[config.mk]
export PLATFORM = sky130hd
export DESIGN_NAME = cordic_rr_arbiter
export DESIGN_NICKNAME = d
export VERILOG_FILES = /design/src/rtl/cordic_arb_pkg.sv /design/src/rtl/cordic_tag_fifo.sv /design/src/rtl/cordic_rr_arbiter.sv
export SDC_FILE = /design/constraint.sdc
export NUM_CORES = 1
export LEC_CHECK = 0
export ABC_AREA = 1
export BUFFER_PORTS_ARGS = -buffer_cell sky130_fd_sc_hd__buf_2
export CAP_MARGIN = 10
export CORE_AREA = 2 2 105 107
export DETAILED_ROUTE_END_ITERATION = 12
export DIE_AREA = 0 0 107 109
export PLACE_DENSITY = 0.86
export SYNTH_ARGS = -nofsm -noshare
export SYNTH_HDL_FRONTEND = slang
export SYNTH_SLANG_ARGS = --single-unit
[constraint.sdc]
create_clock -name clk -period 2.55 [get_ports clk]
set_input_delay 0.51 -clock clk [delete_from_list [all_inputs] [get_ports clk]]
set_output_delay 0.51 -clock clk [all_outputs]
set_load 0.02 [all_outputs]
[src/rtl/cordic_arb_pkg.sv]
// Shared types and constants for the CORDIC round-robin arbiter.
//   PHASE_W     : width of one phase word (signed, 2^15 = 180 deg)
//   DOUT_W      : width of one CORDIC result ({cos, sin}, Q2.14 each)
//   req_tag_t   : requester index carried through the tag FIFO
//   arb_state_t : FLUSH / RUN
//   rr_next()   : round-robin successor of a requester index
package cordic_arb_pkg;

   localparam int PHASE_W = 16;
   localparam int DOUT_W  = 32;

   typedef logic [2:0] req_tag_t;

   typedef enum logic {
      ST_FLUSH = 1'b0,
      ST_RUN   = 1'b1
   } arb_state_t;

   function automatic req_tag_t rr_next(input req_tag_t tag, input int num_req);
      if (int'(tag) >= num_req - 1) return '0;
      return tag + 3'd1;
   endfunction

endpackage

[src/rtl/cordic_tag_fifo.sv]
// In-order tag FIFO that mirrors the CORDIC pipeline.
//   clk, rst_n : clock, async active-low reset
//   push       : write push_data (ignored when full)
//   pop        : drop the head entry (ignored when empty)
//   pop_data   : head entry
//   full/empty : occupancy flags, derived from the registered count
//   count      : number of stored entries
module cordic_tag_fifo #(
   parameter int W     = 1,
   parameter int DEPTH = 32
) (
   input  logic                       clk,
   input  logic                       rst_n,
   input  logic                       push,
   input  logic [W-1:0]               push_data,
   input  logic                       pop,
   output logic [W-1:0]               pop_data,
   output logic                       full,
   output logic                       empty,
   output logic [$clog2(DEPTH+1)-1:0] count
);

   localparam int PTR_W = (DEPTH > 1) ? $clog2(DEPTH) : 1;
   localparam int CNT_W = $clog2(DEPTH + 1);

   logic [W-1:0]     mem [DEPTH];
   logic [PTR_W-1:0] wr_ptr;
   logic [PTR_W-1:0] rd_ptr;
   logic             do_push;
   logic             do_pop;

   assign full     = (count == CNT_W'(DEPTH));
   assign empty    = (count == '0);
   assign do_push  = push && !full;
   assign do_pop   = pop && !empty;
   assign pop_data = mem[rd_ptr];

   // Depth need not be a power of two, so pointers wrap explicitly.
   always_ff @(posedge clk or negedge rst_n) begin
      if (!rst_n) begin
         wr_ptr <= '0;
         rd_ptr <= '0;
         count  <= '0;
      end else begin
         if (do_push) wr_ptr <= (wr_ptr == PTR_W'(DEPTH - 1)) ? '0 : wr_ptr + 1'b1;
         if (do_pop)  rd_ptr <= (rd_ptr == PTR_W'(DEPTH - 1)) ? '0 : rd_ptr + 1'b1;
         case ({do_push, do_pop})
            2'b10:   count <= count + 1'b1;
            2'b01:   count <= count - 1'b1;
            default: count <= count;
         endcase
      end
   end

   always_ff @(posedge clk) begin
      if (do_push) mem[wr_ptr] <= push_data;
   end

endmodule

[src/rtl/cordic_rr_arbiter.sv]
// Shares one CORDIC sin/cos core between NUM_REQ phase requesters.
// Requests are granted round-robin; the winner's index is queued in a tag
// FIFO and used to steer the matching CORDIC result back one cycle later.
//
//   state    | meaning
//   ---------+-----------------------------------------------------------
//   ST_FLUSH | after reset: no grants, CORDIC outputs dropped silently
//   ST_RUN   | normal arbitration and result steering until next reset
//
//   clk, rst_n                       : clock, async active-low reset
//   req_valid / req_phase / req_ready : per-requester phase handshake
//   rsp_valid / rsp_data              : one-hot result strobe, shared data
//   cordic_phase_valid/_data          : to the CORDIC phase input
//   cordic_dout_valid/_data           : from the CORDIC result output
//   outstanding, busy, err_orphan     : status
module cordic_rr_arbiter
   import cordic_arb_pkg::*;
#(
   parameter int NUM_REQ      = 2,
   parameter int TAG_DEPTH    = 32,
   parameter int FLUSH_CYCLES = 32
) (
   input  logic                           clk,
   input  logic                           rst_n,
   input  logic [NUM_REQ-1:0]             req_valid,
   input  logic [NUM_REQ*PHASE_W-1:0]     req_phase,
   output logic [NUM_REQ-1:0]             req_ready,
   output logic [NUM_REQ-1:0]             rsp_valid,
   output logic [DOUT_W-1:0]              rsp_data,
   output logic                           cordic_phase_valid,
   output logic [PHASE_W-1:0]             cordic_phase_data,
   input  logic                           cordic_dout_valid,
   input  logic [DOUT_W-1:0]              cordic_dout_data,
   output logic [$clog2(TAG_DEPTH+1)-1:0] outstanding,
   output logic                           busy,
   output logic                           err_orphan
);

   localparam int TAG_W = (NUM_REQ > 1) ? $clog2(NUM_REQ) : 1;
   localparam int FL_W  = $clog2(FLUSH_CYCLES + 1);
   localparam int CNT_W = $clog2(TAG_DEPTH + 1);

   arb_state_t       state_q;
   arb_state_t       state_d;
   logic [FL_W-1:0]  flush_cnt;
   req_tag_t         rr_ptr;
   req_tag_t         gnt_tag;
   logic             gnt_found;
   int               idx;
   logic             push;
   logic             pop;
   logic             fifo_full;
   logic             fifo_empty;
   logic [TAG_W-1:0] head_tag;
   logic [CNT_W-1:0] fifo_count;

   always_ff @(posedge clk or negedge rst_n) begin
      if (!rst_n) state_q <= ST_FLUSH;
      else        state_q <= state_d;
   end

   always_ff @(posedge clk or negedge rst_n) begin
      if (!rst_n)                                      flush_cnt <= FL_W'(FLUSH_CYCLES);
      else if (state_q == ST_FLUSH && flush_cnt != '0) flush_cnt <= flush_cnt - 1'b1;
   end

   // Leave FLUSH on the same edge the counter lands on 0, so the first
   // grant can happen FLUSH_CYCLES cycles after reset release.
   always_comb begin
      state_d = state_q;
      case (state_q)
         ST_FLUSH: if (flush_cnt <= FL_W'(1)) state_d = ST_RUN;
         default:  state_d = ST_RUN;
      endcase
   end

   // Search upward from rr_ptr, wrapping at NUM_REQ-1.
   always_comb begin
      gnt_found = 1'b0;
      gnt_tag   = '0;
      idx       = 0;
      for (int i = 0; i < NUM_REQ; i++) begin
         idx = int'(rr_ptr) + i;
         if (idx >= NUM_REQ) idx = idx - NUM_REQ;
         if (!gnt_found && req_valid[idx]) begin
            gnt_found = 1'b1;
            gnt_tag   = req_tag_t'(idx);
         end
      end
   end

   // Full check uses the registered count: a same-cycle pop never frees a slot.
   always_comb begin
      req_ready          = '0;
      cordic_phase_valid = 1'b0;
      cordic_phase_data  = '0;
      push               = 1'b0;
      if (state_q == ST_RUN && !fifo_full && gnt_found) begin
         req_ready          = NUM_REQ'(1) << gnt_tag;
         cordic_phase_valid = 1'b1;
         cordic_phase_data  = req_phase[int'(gnt_tag)*PHASE_W +: PHASE_W];
         push               = 1'b1;
      end
   end

   assign pop = (state_q == ST_RUN) && cordic_dout_valid && !fifo_empty;

   always_ff @(posedge clk or negedge rst_n) begin
      if (!rst_n) begin
         rr_ptr     <= '0;
         rsp_valid  <= '0;
         rsp_data   <= '0;
         err_orphan <= 1'b0;
      end else begin
         if (push) rr_ptr <= rr_next(gnt_tag, NUM_REQ);
         rsp_valid <= pop ? (NUM_REQ'(1) << head_tag) : '0;
         if (pop) rsp_data <= cordic_dout_data;
         if (state_q == ST_RUN && cordic_dout_valid && fifo_empty) err_orphan <= 1'b1;
      end
   end

   cordic_tag_fifo #(
      .W     (TAG_W),
      .DEPTH (TAG_DEPTH)
   ) u_tag_fifo (
      .clk       (clk),
      .rst_n     (rst_n),
      .push      (push),
      .push_data (gnt_tag[TAG_W-1:0]),
      .pop       (pop),
      .pop_data  (head_tag),
      .full      (fifo_full),
      .empty     (fifo_empty),
      .count     (fifo_count)
   );

   assign outstanding = fifo_count;
   assign busy        = (state_q == ST_FLUSH) || (fifo_count != '0);

endmodule

==> run metrics <==
status=complete, but fails checks; failing checks=negative setup slack; Seq cells post-synth=93; Place WS=-33.7 ps; fraction of the mapped netlist area in adder cells=5.33%; average wire per cell in the routed design=between 10 and 15 µm; hpwl dp=between 7 and 8 mm; achievable frequency=333 MHz; RSZ-0062 raised after global routing=true; row cnt=38; top post-synthesis cells by area=dfrtp_1 30%, edfxtp_1 19%, nand2_1 17%; initial antenna violation count=0; Inserted Diodes=0; Max FO, Critical Path=5; Post-layout nets=850; syn nets=698; Gate Count Post-Synth=between 600 and 700; sequential area share after synthesis=50.5%; Final Util=59.3%; final antenna-violating net count=0; clock root cell=clkbuf_8; Setup CP Type=flip-flop to output pin; DRC Markers=0; setup violators final=18; mux share of post-synthesis cell area=0%; slew at the pin closest to its max-slew limit=560 ps; post-synth cell types=30; CP delay by family, top=simple AND/OR/NAND/NOR gates; fin crit share=118%; vias in the first global route=4288; Synth-to-Final Area Change=27.6%; CP Data Required Time=2040 ps; initial cell density of the core=approximately 46%; compound-cell area share of the yosys netlist=7.01%; DIE HEIGHT=109 µm; top-count cell post-synth=nand2_1; pin count of the biggest net entering global routing=41; dpl cell area=about 5800 µm²; CP Launch Type=flip-flop; clk_lat worst skew=370 ps; total length of routed wires=12.0 mm; core area=10600 µm²; share of the synthesized area in the top cell type=30.5%; max incr delay on CP=430 ps; overall die area=around 12000 µm²; P per Cell Area=between 1000 and 1500 nW/µm²; RD Place Congestion=0.823; cts bufs inserted=9; leakage power=3.20 nW; Slew Limit Fails=0; die width=107 µm; cell taking the most area after synthesis=dfrtp_1; CTS tree=built; Final Hold Fails=0; CP most frequent cell=nand2_2; first-pass GRT wire length=19.1 mm; worst setup slack after layout=-452 ps; design area=roughly 6300 µm²; fraction of registers with async set or reset after synthesis=around 66%; clock sink total=93; largest family of logic cells by synthesized area=simple AND/OR/NAND/NOR gates; Hold Path Class=input port to async pin; CP arrival=2490 ps; grt ovf=0; CP startpoint=rr_ptr[1]$_DFFE_PN0P_; starting DRC count in detailed routing=296; hold buffers post-CTS=0; crit path cell chain=ha_2 -> inv_2 -> nand2_2 -> nand2_2 -> inv_2 -> ha_4 -> inv_2 -> a21oi_4 -> nand2_2 -> nand2_2 -> nand2_2 -> nand3_2 -> nor2_4 -> buf_12 -> inv_6 -> a21oi_2 -> buf_4; syn avg cell area=8.11 µm²; H-tree levels=3; slowest CP cell=dfrtp_1; fin crit period=~3000 ps; Pre-antenna DRT Iters=7; most instantiated cells after synthesis=227 x nand2_1, 67 x nor2_1, 60 x dfrtp_1, 46 x inv_1, 32 x edfxtp_1; via count=approximately 4500; cell area after synthesis=4930 µm²; Simple-Gate Fraction of Synth Area=roughly 29%; layout cells sized above 1=about 30%; Post-synth EDFFs=32; IO Port Bufs=129; Vias/cell=~4.9; CTS Buffer Depth=2; Max Cap Viol=0; Final Skew=11.6 ps; slew margin rel.=62.4%; maximum vdd drop=1.51 mV; CP bufs+invs=6; r2r startpoint=u_tag_fifo.count[2]$_DFFE_PN0P_; Total GRT Usage=between 20% and 30%; Crit. End Element=output pin; Synth Area in XOR/XNOR=2.31%; IO Count=130; Top FF cell, synth=dfrtp_1; Ys Warns=0; Reg clk slew, reported paths=100 ps
-- per-stage QoR --
step	power, mW	hold slack [ps]	setup TNS, ps	instances
4_1_cts	7.36	175	-5040	903
5_1_grt	8.18	187	-8820	905
3_5_place_dp	5.74	460	-194	873
2_1_floorplan	4.79	214	0	608
6_report	7.63	164	-6750	905
3_3_place_gp	5.64	457	0	873
-- what timing repair did --
action                                  in CTS  in global routing
resized for setup                           39                 16
endpoints found under the setup margin      18                 19
pin swaps                                   10                  3
cloned                                       3                  0
buffers inserted                            12                  2
-- sequential cells by signal (all words and copies together) (netlist names) --
name               count
state_q                1
rsp_data              32
flush_cnt              6
rr_ptr                 3
u_tag_fifo.wr_ptr      5
err_orphan             1
u_tag_fifo.count       6
rsp_valid              2
u_tag_fifo.mem        32
u_tag_fifo.rd_ptr      5
-- area by class of cell --
type                            count  area, µm²
Clock inverter                      7       73.8
Timing Repair Buffer              156        925
Tap cell                          140        175
Clock buffer                        9        124
Multi-Input combinational cell    441       2260
Fill cell                         869       4320
Timing Repair inverter              3       23.8
Inverter                           56        215
Sequential cell                    93       2490
-- worst paths after layout --
kind / slack, ps / cells past startpoint / endpoint
max: -450 / 17 / cordic_phase_data[14]
max reg2reg: 200 / 14 / u_tag_fifo.count[4]$_DFFE_PN0P_
min in group clk: 320 / 3 / rsp_data[5]$_DFFE_PN0P_
min: 160 / 2 / flush_cnt[3]$_DFFE_PN0P_
min reg2reg: 480 / 2 / rsp_data[11]$_DFFE_PN0P_
max in group asynchronous: 2050 / 2 / rsp_data[12]$_DFFE_PN0P_
-- cell usage in the layout (no fill, tap or decap), types with 3 or more instances in the layout --
cell,Yosys,routed
ha_1,21,18
xor2_1,7,7
inv_2,7,10
buf_4,0,39
nand2_1,227,223
edfxtp_1,32,32
buf_6,1,5
inv_6,0,4
inv_1,46,43
nor2_1,67,66
nor3_1,6,6
a21oi_4,0,4
nand4_1,4,4
xnor2_1,6,5
o22ai_1,3,3
nand2_2,6,10
a21oi_1,16,6
a21oi_2,9,15
nand3_1,31,29
nor2_2,2,3
clkbuf_8,0,9
buf_2,14,111
o21ai_0,15,15
inv_8,0,3
o21ai_1,11,11
dfrtp_1,60,58
o211ai_1,4,4
nand3_2,2,4
-- layer usage --
layer / GRT usage [%] / vias up / part of all wire (%)
li1: - / 2227 / -
met1: 24.9 / 2061 / 41
met2: 36.4 / 159 / 51
met3: 4.30 / 25 / 4.9
met4: 8.72 / 0 / 2.9
met5: 0 / - / 0
-- power breakdown --
| group | switching (mW) | total, mW | internal, mW |
|---|---|---|---|
| sequential | 0.271 | 2.18 | 1.91 |
| clock | 0.590 | 0.979 | 0.389 |
| combinational | 2.76 | 4.47 | 1.71 |
| total | 3.62 | 7.63 | 4.00 |
-- kinds of logic (layout without fill, tap and decap cells) --
logic type	after synthesis	after routing
simple gates	348	348
flops	93	93
buf+inv	74	231
compound gates	59	59
fa+ha+maj	21	21
xor+xnor	13	13
(Power assumes the default switching activity.)
